`src/rtl/fetch_stage.sv`:
```
// Instruction fetch: owns the PC, issues credit-limited word fetches,
// buffers returned words and hands {instruction, pc} to decode.
module fetch_stage #(
  parameter logic [31:0] RESET_PC = 32'h0000_0000,
  parameter int          DEPTH    = 2
) (
  input  logic        clk,
  input  logic        rst_n,
  output logic        imem_req_valid,
  input  logic        imem_req_ready,
  output logic [31:0] imem_req_addr,
  input  logic        imem_rsp_valid,
  input  logic [31:0] imem_rsp_data,
  input  logic        redirect_valid,
  input  logic [31:0] redirect_pc,
  output logic        id_valid,
  input  logic        id_ready,
  output logic [31:0] id_instruction,
  output logic [31:0] id_pc
);

  localparam int CW = $clog2(DEPTH) + 1;
  localparam int PW = (DEPTH > 1) ? $clog2(DEPTH) : 1;

  typedef struct packed {
    logic [31:0] instr;
    logic [31:0] pc;
  } ent_t;

  logic [31:0]   pc_q;
  logic          run_q;
  logic [CW-1:0] out_q, out_d;
  logic [CW-1:0] drop_q;
  logic [CW-1:0] cnt_q;
  ent_t          ibuf_q [DEPTH];
  logic [PW-1:0] bh_q, bt_q;
  logic [31:0]   pcq_q [DEPTH];
  logic [PW-1:0] qh_q, qt_q;

  logic          pop, fire, rsp, keep;
  logic [CW:0]   used;
  logic          unused_lo;

  function automatic logic [PW-1:0] inc(
    input logic [PW-1:0] p
  );
    return (p == PW'(DEPTH - 1)) ? '0 : p + 1'b1;
  endfunction

  assign unused_lo = ^redirect_pc[1:0];

  assign id_valid = (cnt_q != '0) & ~redirect_valid;
  assign id_instruction = (cnt_q != '0) ?
                          ibuf_q[bh_q].instr :
                          32'h0000_0013;
  assign id_pc = ibuf_q[bh_q].pc;

  assign pop  = id_valid & id_ready;
  assign used = {1'b0, out_q} + {1'b0, cnt_q}
              - (CW+1)'(pop);

  // run_q keeps requests off until the first edge after reset release
  assign imem_req_valid = run_q & (used < (CW+1)'(DEPTH));
  assign imem_req_addr  = pc_q;
  assign fire = imem_req_valid & imem_req_ready;

  // responses with nothing outstanding are ignored
  assign rsp  = imem_rsp_valid & (out_q != '0);
  assign keep = rsp & (drop_q == '0) & ~redirect_valid;

  assign out_d = out_q + CW'(fire) - CW'(rsp);

  always_ff @(posedge clk or negedge rst_n) begin
    if (!rst_n) begin
      pc_q   <= RESET_PC;
      run_q  <= 1'b0;
      out_q  <= '0;
      drop_q <= '0;
      cnt_q  <= '0;
      bh_q   <= '0;
      bt_q   <= '0;
      qh_q   <= '0;
      qt_q   <= '0;
      for (int i = 0; i < DEPTH; i++) begin
        ibuf_q[i] <= '0;
        pcq_q[i]  <= '0;
      end
    end else begin
      run_q <= 1'b1;
      out_q <= out_d;
      if (redirect_valid) begin
        pc_q   <= {redirect_pc[31:2], 2'b00};
        cnt_q  <= '0;
        bh_q   <= '0;
        bt_q   <= '0;
        qh_q   <= '0;
        qt_q   <= '0;
        drop_q <= out_d;
      end else begin
        // stale fetches never enter the pc queue
        if (fire) begin
          pc_q        <= pc_q + 32'd4;
          pcq_q[qt_q] <= pc_q;
          qt_q        <= inc(qt_q);
        end
        if (rsp && drop_q != '0) begin
          drop_q <= drop_q - 1'b1;
        end
        if (keep) begin
          ibuf_q[bt_q] <= '{imem_rsp_data, pcq_q[qh_q]};
          bt_q         <= inc(bt_q);
          qh_q         <= inc(qh_q);
        end
        if (pop) begin
          bh_q <= inc(bh_q);
        end
        cnt_q <= cnt_q + CW'(keep) - CW'(pop);
      end
    end
  end

endmodule

```
`config.mk`:
```
export PLATFORM = sky130hd
export DESIGN_NAME = fetch_stage
export DESIGN_NICKNAME = d
export VERILOG_FILES = /design/src/rtl/fetch_stage.sv
export SDC_FILE = /design/constraint.sdc
export NUM_CORES = 1
export LEC_CHECK = 0
export BUFFER_PORTS_ARGS = -buffer_cell sky130_fd_sc_hd__buf_2
export CORE_ASPECT_RATIO = 0.9
export CORE_MARGIN = 5
export CORE_UTILIZATION = 59
export CTS_BUF_LIST = sky130_fd_sc_hd__clkbuf_2 sky130_fd_sc_hd__clkbuf_4 sky130_fd_sc_hd__clkbuf_8
export DETAILED_ROUTE_END_ITERATION = 7
export GPL_TIMING_DRIVEN = 0
export PLACE_DENSITY = 0.84
export SLEW_MARGIN = 10
export SYNTH_ARGS = -nofsm -noshare
export SYNTH_HDL_FRONTEND = slang
export SYNTH_SLANG_ARGS = --single-unit
```
`constraint.sdc`:
```
create_clock -name clk -period 4.1 [get_ports clk]
set_input_delay 0.82 -clock clk [delete_from_list [all_inputs] [get_ports clk]]
set_output_delay 0.82 -clock clk [all_outputs]
set_load 0.02 [all_outputs]
```
Word level (Yosys, flattened, before mapping). Index checks and enable logic that the tools add are counted.

Input port bits: 70. Register bits: 235.

Add/subtract/negate cells: 12. Bitwise operators: 12. Reductions and logical operators: 13. Multiplexer cells: 30. Order comparisons: 7.

Operators with widths (count): $mux W64 (4); $mux W32 (7); $bwmux W128 (1); $bwmux W64 (1); $demux W64 S1 (1); $add A32 B3 Y32 const B (1); $demux W32 S1 (1); $reduce_bool A2 Y1 (7); $mux W1 (12); $ge A2 B2 Y1 const B (4); $not A1 Y2 (4); $and A1 B1 Y1 (7); $mux W2 (3); $add A1 B1 Y1 const B (4); $add A2 B1 Y2 (2); $lt A2 B1 Y1 const B (2); $reduce_and A2 Y1 (2); $sub A2 B1 Y2 (2); $add A2 B2 Y3 (1); $logic_and A1 B1 Y1 (3); $lt A3 B2 Y1 const B (1); $sub A3 B1 Y3 (1); $logic_not A2 Y1 (1); $sub A2 B1 Y2 const B (1); $not A1 Y1 (1).

Longest topological paths before layout. Gate-level depths: netlist of run 1.

Word-level depth: 10. Gate-level depth with buffers: 18. Mapped depth without buffers: 17.

Worst setup path before layout of run 1. No wires, ideal clock.

Kind: input to register. Start point: input redirect_valid. End point: register drop_q[1]. Data required time: 3.964 ns. Arrival time: 4.039 ns. Setup slack: -0.075 ns. Stages: 18. Cell sequence: buf_1 clkbuf_1 nor2_1 and2_1 ha_1 inv_1 nand2_1 fa_1 xor2_1 and3_4 nand2_4 ha_1 inv_1 ha_1 xnor2_1 xnor2_1 nand2_1 o21ai_0.

Word-level cells in the longest chain between the ends: 10.

Ends and longest elaborated chain: from (decl) (RTL line 14) `input logic redirect_valid,`; $not A1 Y1 (no source line); $and A1 B1 Y1 (RTL line 52) `assign id_valid = (cnt_q != '0) & ~redirect_valid;`; named net id_valid (RTL line 16) `output logic id_valid,`; $and A1 B1 Y1 (RTL line 58) `assign pop = id_valid & id_ready;`; $sub A3 B1 Y3 (RTL line 60) `- (CW+1)'(pop);`; $lt A3 B2 Y1 (RTL line 63) `assign imem_req_valid = run_q & (used < (CW+1)'(DEPTH));`; $and A1 B1 Y1 (RTL line 63); named net imem_req_valid (RTL line 9) `output logic imem_req_valid,`; $and A1 B1 Y1 (RTL line 65) `assign fire = imem_req_valid & imem_req_ready;`; $add A2 B1 Y2 (RTL line 71) `assign out_d = out_q + CW'(fire) - CW'(rsp);`; $sub A2 B1 Y2 (RTL line 71); named net out_d[1] (RTL line 32) `logic [CW-1:0] out_q, out_d;`; $mux W2 (RTL line 91) `if (redirect_valid) begin`; to (signal assigned) (RTL line 98) `drop_q <= out_d;`; to (signal assigned) (RTL line 107) `drop_q <= drop_q - 1'b1;`; to (decl) (RTL line 33) `logic [CW-1:0] drop_q;`.

The timed path passes the listed nets, and every way through them passes these cells. A chain may end at the register's enable or synchronous reset.

Worst setup path after layout of run 1.
Start point: input redirect_valid. End point: output imem_req_valid.

Word-level cells in the longest chain between the ends: 6.

Ends and longest elaborated chain (RTL line): $not A1 Y1 (no source line); $and A1 B1 Y1 (52); $and A1 B1 Y1 (58); $sub A3 B1 Y3 (60); $lt A3 B2 Y1 (63); $and A1 B1 Y1 (63); to (decl) (9).

No other way between the ends.

==> results summary, run 1 <==
Leaving out fill and tap cells, the most frequent cell in the layout is dfrtp_1. Clock tree synthesis found a total of 225 sinks. For this run the aggregate overflow at the end of global routing stands at 0. The number of slew-limit violations in the final report is 0. The Yosys warning count came out at 0.

Compared with the post-synthesis result, the final layout area differs by 19.7%. The largest net degree at the start of global routing is 114. The buffer depth of the longest clock path is 3. Of the cells placed in the final design, the portion with a size suffix greater than 1 is 0.382.

In the layout the commonest cells are dfrtp_1, buf_2, mux2_2. The required time at the endpoint of the critical path is 3.28 ns. The standard cell core area is 16900 µm². The setup path with the least slack is of type in -> out.

The worst register-to-register path begins at cnt_q[1]. In this run the core area contains 45 standard-cell rows. The data arrival time at the worst-slack endpoint came out at 3.12 ns. The number of nets in the final layout came out at 1142. The largest area contributor in the netlist is dfrtp_1. The tree is rooted in a clkbuf_8. The top achievable clock speed is 0.254 GHz.

Setup repair after global routing left no endpoint under its margin. The top-level I/O count is 168. The number of global-route vias before repair came out at 7540. After synthesis the netlist holds a flip-flop and latch count of 225. The first global-routing pass estimated 38600 µm of wire. At the pin with the least slew margin, the transition time is 0.802 ns. TritonCTS built the clock tree. The final weighted congestion in routability-driven placement came out at 0.848. The worst slew slack as a fraction of its limit is 0.465. The violation count after the first detailed-route iteration came out at 400. The total placed cells including tap cells is 1260. The worst setup path is captured at an output port. The number of H-tree levels came out at 2.

The number of routed nets with antenna violations came out at 0. The number of endpoints failing setup at the final stage came out at 0. The largest fanout of any net on the critical path came out at 13. The total routed wirelength came out at 23700 µm.

The height of the chip came out at 135 µm. Sorting the synthesized cells by area gives the leading types as dfrtp_1, mux2_2, mux2i_1, o21ai_0, nand2_1. The source-to-sink clock delay at the later pin of the worst-skew pair is 0.52 ns. The number of clock buffers inserted by TritonCTS came out at 38.

Across all layers, the routed design uses 7223 vias. Excluding fillers, the count of instances in the completed layout stands at 1325. The cell area after synthesis came out at 10200 µm².

The final-report hold violation count is 0. The path class of the tightest hold or removal check is in -> async. The sequential area share after synthesis is 0.551.

The worst setup path is launched from a primary input. The final non-filler cell area is 12200 µm². The die outline width came out at 149 µm. The register clock-pin slew on the reported worst setup and hold paths is 0.06 ns. The most critical setup path has its startpoint at redirect_valid. The largest vdd supply drop is 360 µV.

The mean instance size in the synthesized netlist came out at 11.9 µm². In this run the power density over the cells is 706 nW/µm². Dividing the final minimum period by the clock period gives 0.960.

The total half-perimeter wirelength after legalization and detailed placement is 16900 µm. The number of optimization iterations in the first detailed-route pass came out at 5. The antenna cell count came out at 0. The flow ran to the end, and the final reports show no timing, DRC or antenna violations. After detailed routing, the number of vias per cell comes to 5.45. The number of I/O port buffers is 161. The number of fill cells is 1167. For the finished layout, the period the worst path requires is 3.94 ns. The synthesized netlist contains 39 unique library cells. The share of synthesized area in the top cell type comes to 0.551.

The effective utilization at floorplan came out at 0.603. The area of the die is 20000 µm². For the final routed database, the setup TNS stands at 0 ns. The tool flagged a number of max-cap violations equal to 0.

The final worst setup slack is 0.165 ns. Summing all placed instances gives a cell area of 11400 µm². The static leakage came out at 5.73 nW.

After detailed routing, the number of remaining DRC violations is 0. The number of antenna violations at the first check in global routing is 0. The total global routing track utilization is 0.241.

Clock skew on the completed layout was measured at 0.0170 ns. The placement-stage worst setup slack is -0.627 ns. The number of cells produced by synthesis is 859. The routed length per instance came out at 17.9 µm.
[cell type report]
class / instances / area (µm²) / share of cell area
repair buffers: 163 / 873 / 0.0714
clock buffers: 61 / 777 / 0.0635
multi-input cells: 570 / 4280 / 0.350
inverters: 11 / 41.3 / 0.00338
clock inverters: 5 / 52.6 / 0.00430
plain buffers: 55 / 284 / 0.0232
well taps: 235 / 294 / 0.0240
flip-flops and latches: 225 / 5630 / 0.460
[routing by layer]
metal  global-route usage  vias to the layer above  share of wire
met5                    0                        -              0
met2                0.389                      236           0.48
met3               0.0419                       27          0.056
met4               0.0657                        0          0.014
met1                0.340                     3565           0.45
li1                     -                     3395              -
[worst max-delay path: stages]
cell and delay (ns):
clkbuf_4 0.23, clkbuf_4 0.26, nor2_1 0.08, and2_1 0.18, ha_1 0.27, inv_1 0.09
nand2_1 0.07, fa_1 0.41, xor2_2 0.28, and3_4 0.26, buf_2 0.17
[sequential cells by signal, indices dropped and copies added (netlist names)]
name and count:
cnt_q 2, qt_q 1, imem_req_addr 30, qh_q 1, out_q 2, run_q 1, ibuf_q 124, drop_q 2
pcq_q 60, bh_q 1, bt_q 1
[synth_stat cells]
| master | count |
|---|---|
| a22oi_1 | 1 |
| conb_1 | 2 |
| mux2_2 | 152 |
| xor2_1 | 28 |
| xnor2_1 | 9 |
| dfrtp_1 | 225 |
| nor3_2 | 1 |
| buf_6 | 3 |
| o21ai_0 | 63 |
| fa_1 | 1 |
| ha_1 | 7 |
| nand2_4 | 1 |
| inv_1 | 11 |
| and3_4 | 1 |
| nor3b_4 | 1 |
| buf_1 | 8 |
| and2_1 | 3 |
| buf_2 | 14 |
| and4_1 | 5 |
| and3_1 | 4 |
| nor2b_1 | 3 |
| nand3_1 | 9 |
| nor3_1 | 3 |
| nand4b_1 | 1 |
| nand3b_1 | 1 |
| clkbuf_1 | 22 |
| nand4_1 | 15 |
| or3_1 | 1 |
| nor4_1 | 2 |
| nor2_1 | 71 |
| buf_4 | 9 |
| mux2_1 | 3 |
| nor4_2 | 2 |
| o21ai_1 | 2 |
| nand2_1 | 79 |
| nor3b_2 | 1 |
| o311ai_0 | 1 |
| a21oi_1 | 31 |
| mux2i_1 | 63 |
[metrics by stage]
step	utilization	power, mW	hold WS (ns)
2_1_floorplan	-	5.57	0.444
3_3_place_gp	0.668	6.34	0.455
3_5_place_dp	0.672	6.51	0.465
4_1_cts	0.721	8.69	0.159
5_1_grt	0.722	9.15	0.182
6_report	0.722	8.63	0.171
[cell families (layout without fill, tap and decap cells)]
group           Yosys count  count (layout)  share of synthesized area
buf+inv                  67             295                     0.0318
compound gates           98              98                     0.0486
flops                   225             225                      0.551
other cells               2               5                   0.000735
mux                     218             218                      0.233
xor+xnor                 37              37                     0.0317
simple gates            204             204                     0.0927
fa+ha+maj                 8               8                     0.0105
[worst paths after layout]
kind	endpoint	slack, ns	cells after the start
hold / removal	imem_req_addr[22]	0.17	1
hold reg to reg	ibuf_q[18]	0.47	2
max in group asynchronous	ibuf_q[124]	2.76	3
min in group clk	ibuf_q[18]	0.47	2
setup / recovery	imem_req_valid	0.16	11
setup reg to reg	drop_q[1]	0.46	17
[repair_timing]
action | CTS | global route
endpoints found under the setup margin | 2 | 1
cloned | 0 | 0
hold buffers | 0 | 0
gates resized for setup | 1 | 3
buffers inserted | 0 | 0
[power breakdown]
group | total, mW | internal, mW | switching (mW)
Clock | 2.12 | 1.26 | 0.861
Sequential | 3.61 | 3.10 | 0.511
Combinational | 2.90 | 1.32 | 1.58
Total | 8.63 | 5.68 | 2.95
(Power assumes the default switching activity.)
==> inputs of run 2 (changes only) <==
Settings changed: CORE_MARGIN 5 to 4.
==> run 2 against run 1 <==
  * Non-clock buffer count stayed put
  * Clock-buffer cell count is 2 lower
  * Power is 0.49% lower
  * Worst hold slack better by 0.0025 ns
  * Global-route usage is 0.25 points higher
  * Final cell count hardly changed
  * Die area is 2.8% lower
  * Final area is 0.27% lower
  * Combinational power hardly changed
==> results summary, run 2 (synthesis gave the netlist of run 1 again) <==
The number of slew-limit violations in the final report is 0. The buffer depth of the longest clock path came out at 3. Setup repair after global routing left no endpoint under its margin. The source-to-sink clock delay at the later pin of the worst-skew pair came out at 0.52 ns.

The floorplan has 45 rows. Counting I/O delays and the setup requirement, the final critical path takes 3.95 ns. The violation count after the first detailed-route iteration came out at 459.

The largest fanout of any net on the critical path is 13. The category of the critical setup timing path is in -> out. The worst-margin pin slew is 0.803 ns. In the final layout, the share of cells above drive strength 1 is 0.381. The routed length per instance is 17.9 µm. The number of antenna violations at the first check in global routing came out at 0. In this run the most used layer during global routing was met2. The fraction of the cycle the final worst path needs came out at 0.964.

The top-level I/O count is 168. The area of all sequential standard cells came out at 5630 µm². For this configuration, the core starts out at a cell density of 0.603. The cell seen most often among critical-path stages is buf_2. Static timing analysis puts the maximum clock frequency at 0.253 GHz. The final-report hold violation count is 0. The power density over the cells is 704 nW/µm². In the layout the commonest cells are dfrtp_1, buf_2, mux2_2. The total routed wirelength came out at 23700 µm. Traced cell by cell, the critical path runs through buf_2 > clkbuf_4 > nor2_1 > and2_1 > ha_1 > inv_1 > nand2_1 > fa_1 > xor2_4 > and3_4 > buf_2. The run finished with clean final reports. In the final layout, the multi-input gates occupy 4290 µm². The number of sinks on the clock net is 225. Timing analysis after detailed placement gives a worst setup slack of -0.562 ns. The total half-perimeter wirelength after legalization and detailed placement came out at 16600 µm. The height of the chip came out at 133 µm. The met3 usage is 0.0527. The number of H-tree levels is 2.

The total via count after detailed routing came out at 7300. The delay of the slowest critical-path stage came out at 0.44 ns. The number of global-route vias before repair came to 7547. Routability-driven placement finished with a final weighted congestion of 0.858.

Data on the critical path arrives at its endpoint at 3.13 ns. The area of the die is 19500 µm². TritonCTS built the clock tree. The kind of cell with the highest combined delay along the critical path is buffers and inverters.

Entering global routing, the biggest net connects 98 pins. The number of vias per cell after detailed routing is 5.51. The number of nets in the final layout came out at 1142. The largest vdd supply drop came out at 385 µV.

For this design, the CTS-stage hold fixing added 0 buffers. The path class of the tightest hold or removal check is in -> async. The worst pin sits at a relative slew slack of 0.465. Setup violations remaining at the end of the flow were counted as 0.

Counting flops per register, the top entry is ibuf_q. The wire length of the first global-routing pass is 38200 µm. Measured in cells, the most critical reg-to-reg path has a length of 17.

The area overhead of the layout relative to synthesis is 19.4%. The total buffers and inverters traversed by the critical path came out at 4. The number of I/O port buffers is 161. The number of maximum-capacitance constraint violations is 0. The number of optimization iterations in the first detailed-route pass came out at 4.

The number of routed nets with antenna violations is 0. The worst setup skew after layout came out at 0.0185 ns. The final worst setup slack is 0.146 ns.

The total global routing track utilization is 0.243. The end of the worst register-to-register path is drop_q[1]. The antenna cell count came out at 0.

The remaining global-route overflow came out at 0. The library cell used most frequently in the layout, excluding fill and tap cells, is dfrtp_1. The met1 routing resource usage after global routing came out at 0.342. After floorplanning, the core was sized to cover 16900 µm². The cell with the largest stage delay on the worst path is fa_1. The number of clock buffers inserted by TritonCTS came out at 38. The number of flip-flops in the largest register came out at 124. The register clock-pin slew on the reported worst setup and hold paths is 0.05 ns. The die outline width came out at 147 µm. The worst setup path is launched from a primary input. The required time at the endpoint of the critical path came out at 3.28 ns. The capturing element type of the critical path is an output port. The utilization after layout is 0.720.

The static leakage is 5.71 nW. The source of the worst register-to-register timing path is cnt_q[1]. The tree is rooted in a clkbuf_8.

The met2 track demand over resource came out at 0.386. The DRC violation count after routing came out at 0. The worst register-to-register path has a setup slack of 0.59 ns. The number of fill cells came out at 1170.
-- run 2: worst register-to-register path, stage by stage (launching register included) --
cell and delay [ns]:
dfrtp_1 0.44, nor2_1 0.30, nor2_1 0.09, and2_1 0.18, ha_1 0.26, inv_1 0.07, nand2_1 0.07, fa_1 0.44
xor2_4 0.23, and3_4 0.24, nand2_4 0.10, ha_1 0.30, inv_1 0.04, ha_1 0.18, xnor2_1 0.16, xnor2_1 0.16
nand2_1 0.08, o21ai_0 0.09
-- run 2: where the power goes --
part / internal (mW) / switching, mW / total (mW)
logic: 1.33 / 1.59 / 2.92
clock network: 1.19 / 0.866 / 2.05
registers: 3.10 / 0.513 / 3.61
-- run 2: cell type report --
cell class | count | share of cell area
Multi-Input combinational cell | 570 | 0.352
Sequential cell | 225 | 0.462
Clock inverter | 6 | 0.00523
Tap cell | 235 | 0.0241
Inverter | 11 | 0.00338
Timing Repair Buffer | 163 | 0.0714
Buffer | 55 | 0.0233
Clock buffer | 59 | 0.0594
-- run 2: what timing repair did --
action,CTS,global route
buffers inserted,0,0
gates resized for setup,1,3
pin swaps,0,0
endpoints found under the hold margin,0,0
setup endpoints to repair,2,1
-- run 2: worst max path at each step --
stage / startpoint / endpoint / slack, ns / cells past startpoint
after floorplan: redirect_valid / drop_q[1] / 0.02 / 18
after global placement: rst_n / ibuf_q[50] / -1.51 / 1
after detailed placement: redirect_valid / drop_q[1] / -0.56 / 19
after CTS: redirect_valid / imem_req_valid / 0.08 / 11
after global routing: redirect_valid / imem_req_valid / 0.03 / 11
final: redirect_valid / imem_req_valid / 0.15 / 11
-- run 2: through the flow --
| stage | std cells | hold slack (ns) | area (µm²) | power, mW | setup TNS [ns] |
|---|---|---|---|---|---|
| CTS | 1324 | 0.159 | 12200 | 8.61 | 0 |
| floorplan | 862 | 0.444 | 10200 | 5.57 | 0 |
| global route | 1324 | 0.176 | 12200 | 9.10 | 0 |
| finish | 1324 | 0.173 | 12200 | 8.59 | 0 |
| global placement | 1258 | 0.455 | 11300 | 6.34 | -360.14 |
| detailed placement | 1260 | 0.468 | 11400 | 6.51 | -31.57 |
-- run 2: metal layers --
| layer | share of wire | vias to the layer above |
|---|---|---|
| met2 | 0.47 | 238 |
| met5 | 0 | - |
| met1 | 0.44 | 3652 |
| met3 | 0.068 | 26 |
| li1 | - | 3384 |
| met4 | 0.015 | 0 |
==> inputs of run 3 (changes only) <==
Settings changed: ABC_AREA set to 1, BUFFER_PORTS_ARGS -buffer_cell sky130_fd_sc_hd__buf_2 to -buffer_cell sky130_fd_sc_hd__buf_4, PLACE_DENSITY 0.84 to 0.83.
==> run 3 against run 2 <==
  * Worst hold slack gained 0.044 ns
  * Core utilization is 1.3 points higher
  * Global-route usage grew 3.2 points
  * Flip-flop and latch count is the same
  * Register-to-register slack got worse by 0.33 ns
  * Largest cell class unchanged
  * Highest routed layer unchanged
==> results summary, run 3 <==
The number of sinks on the clock net is 225. In the final layout, flip-flops and latches occupy 5630 µm². The source of the worst register-to-register timing path is cnt_q[1]. Final hold analysis gives a worst-case slack of 0.217 ns. The final weighted congestion in routability-driven placement came out at 0.938. The standard cell core area is 18600 µm².

Summed over all cells, the static leakage comes to 7.06 nW. The hold-fix buffer count after cts came out at 0. The clock tree root buffer cell is clkbuf_8. The wire length of the first global-routing pass is 48700 µm. Across the VDD grid, the largest voltage drop is 349 µV. The total number of placement rows came out at 47. The total routed wirelength is 29600 µm. The DRC violation count after routing came out at 0.

The source-to-sink clock delay at the later pin of the worst-skew pair came out at 0.53 ns. The relative contribution of the clock network to total power is 0.230. The total placed cells including tap cells is 1836. The footprint of the multi-input gates is 4640 µm². Once detail routing completed, the nets flagged for antenna violations numbered 0.

The buffer depth of the longest clock path came out at 3. The number of fill cells came out at 1408. The number of buffers inserted to repair setup after CTS is 0. The worst setup skew after layout is 0.0204 ns. In this run the power spent charging and discharging nets is 3.39 mW.

The number of different library cells used by synthesis comes to 35. The mean instance size in the synthesized netlist is 7.90 µm². By area the synthesized netlist is led by dfrtp_1, nand2_1, o21ai_2, inv_1, o21ai_1. The standard cell area after detailed placement came out at 12800 µm². The number of global-route vias before repair is 9859.

The number of optimization iterations in the first detailed-route pass came out at 5. The violation count after the first detailed-route iteration came out at 806. Among all cell types in the netlist, the one instantiated most often is nand2_1.

The number of vias per cell after detailed routing came out at 5.36. The worst reg2reg path depth is 17. The number of maximum-capacitance constraint violations came out at 0. The proportion of synthesized area in mux cells came out at 0. The flow ran to the end, and the final reports show no timing, DRC or antenna violations. At the pin with the least slew margin, the transition time is 0.531 ns. Of the total synthesized cell area, the portion taken by XOR and XNOR cells is 0.0124. Sorting the synthesized cells by how often they occur yields nand2_1, dfrtp_1, inv_1. Summed over all instances, the cell type with the most area after synthesis is dfrtp_1.

The cell area after synthesis came out at 11300 µm². The final-report hold violation count is 0. The final cell count without fillers came out at 1899. After clock tree synthesis, the repair step resized 0 gates. The cell with the largest stage delay on the worst path is nor2_1. By area, the combinational part of the netlist is dominated by simple AND/OR/NAND/NOR gates. The data arrival time at the worst-slack endpoint is 3.08 ns. The critical path contains buffers and inverters numbering 3 combined. The Yosys step of the flow raised 0 warnings. TritonCTS built the clock tree. The number of antenna diodes in the final layout is 0. The required time at the endpoint of the critical path came out at 3.28 ns. Static timing analysis puts the maximum clock frequency at 0.256 GHz. The number of antenna violations at the first check in global routing is 0. The sequential power share came out at 0.405. The end of the worst register-to-register path is drop_q[1]. The register clock-pin slew on the reported worst setup and hold paths came out at 0.06 ns. The most numerous cell type found on the critical path is nor2_1. The total via count after detailed routing is 10200. The critical path in this run is classified as reg -> out. The post-synthesis sequential element count came out at 225. Of all flip-flops after synthesis, the portion carrying an async set or reset was 1.00. The delay of the slowest critical-path stage came out at 0.44 ns. The number of cells produced by synthesis came out at 1425. The utilization after layout came out at 0.733.

The die outline width is 154 µm. The final period demand of the worst path came out at 3.90 ns. The critical path goes through nor2_1 > nor2_1 > nand2_1 > inv_1 > ha_1 > inv_1 > nand2_1 > fa_1 > nor2_1 > nor2_4 > and3_1 > buf_4.

The total half-perimeter wirelength after legalization and detailed placement is 21500 µm. The overall power is 8.84 mW. The area of the die came out at 21400 µm². Power spread over the standard cell area amounts to 649 nW/µm². Leaving out fill and tap cells, the most frequent cell in the layout is nand2_1. Compared with the post-synthesis result, the final layout area differs by 21.0%. The number of nets in the final layout is 1708. The sequential area share after synthesis is 0.500. The worst hold path belongs to the class in -> async.

The count of flip-flops with a built-in enable after synthesis is 0. The compound-gate portion of the synthesized area is 0.126. The final non-filler cell area came out at 13600 µm². In the synthesized netlist the dominant register cell turns out to be dfrtp_1. The number of H-tree levels came out at 2.

The number of flip-flops in the largest register is 124. Of the available clock period, the critical path in the final layout requires 0.952. The initial utilization of the core area, before any placement, comes to 0.606. Counting flops per register, the top entry is ibuf_q. In this design, the largest share of critical-path delay is due to simple AND/OR/NAND/NOR gates. The remaining global-route overflow is 0. The largest net degree at the start of global routing is 84. The routed length per instance is 15.6 µm. The part of the power in combinational logic came out at 0.364. The fraction of power spent switching nets is 0.384. The number of clock buffers inserted by TritonCTS is 37. The cell-internal power is 5.44 mW. 168 I/O pins were placed. The synthesized-area fraction occupied by and/or/nand/nor cells came out at 0.263.

The worst setup path is captured at an output port. The worst setup path is launched from a register. The largest fanout of any net on the critical path came out at 4. The share of synthesized area in the top cell type comes to 0.500. Buffers placed on the I/O ports in this run total 161.

Of the cells placed in the final design, the portion with a size suffix greater than 1 is 0.218. The slack of the worst reg-to-reg path is 0.26 ns. The worst slew slack as a fraction of its limit came out at 0.645. The total global routing track utilization is 0.275. In the layout the commonest cells are nand2_1, dfrtp_1, buf_4.

The number of slew-limit violations in the final report came to 0. Setup repair after global routing left no endpoint under its margin. Setup violations remaining at the end of the flow were counted as 0.

Of the total synthesized cell area, the portion taken by full adders, half adders and majority gates is 0.00956. The height of the chip came out at 139 µm.
## run 3: changes by cell type after synthesis, moves of 61 or more
| cell | change |
|---|---|
| inv_1 | +108 |
| mux2_2 | -152 |
| mux2i_1 | -63 |
| nand2_1 | +522 |
| o21ai_1 | +70 |
| o21ai_2 | +61 |
## run 3: per-layer routing
| layer | part of all wire | GRT usage | vias to the layer above |
|---|---|---|---|
| met4 | 0.025 | 0.0827 | 0 |
| met5 | 0 | 0 | - |
| li1 | - | - | 4871 |
| met3 | 0.072 | 0.0431 | 65 |
| met1 | 0.43 | 0.388 | 4839 |
| met2 | 0.47 | 0.444 | 405 |
## run 3: kinds of logic after synthesis
family / count (synthesis)
other: 2
AO/OA/AOI/OAI: 233
adder cells (fa/ha/maj): 8
flip-flops: 225
AND/OR/NAND/NOR: 733
XOR/XNOR: 16
buffers and inverters: 208
## run 3: worst max path at each step
stage                              start             end  cells past startpoint
after floorplan           redirect_valid       drop_q[1]                     17
after global placement    redirect_valid       drop_q[1]                     18
after detailed placement  redirect_valid       drop_q[1]                     18
after CTS                       cnt_q[1]  imem_req_valid                     12
after global routing            cnt_q[1]  imem_req_valid                     12
final                           cnt_q[1]  imem_req_valid                     12
## run 3: cell type report
type	instances	share of cell area
Multi-Input combinational cell	995	0.340
Buffer	75	0.0369
Clock inverter	5	0.00395
Timing Repair Buffer	163	0.0933
Clock buffer	58	0.0526
Inverter	133	0.0367
Sequential cell	225	0.413
Tap cell	245	0.0225
## run 3: power groups by stage
| stage | sequential (mW) | combinational (mW) | clock, mW |
|---|---|---|---|
| 2_1_floorplan | 3.55 | 2.09 | 0 |
| 3_3_place_gp | 3.56 | 3.08 | 0 |
| 3_5_place_dp | 3.60 | 3.21 | 0 |
| 4_1_cts | 3.57 | 3.24 | 2.05 |
| 5_1_grt | 3.67 | 3.59 | 2.16 |
| 6_report | 3.58 | 3.22 | 2.03 |
## run 3: per-stage QoR
step / setup TNS, ns / setup WS, ns
final: 0 / 0.198
after global routing: 0 / 0.0241
after CTS: 0 / 0.177
after detailed placement: -0.0276 / -0.0276
after global placement: 0 / 0.0969
after floorplan: 0 / 0.349
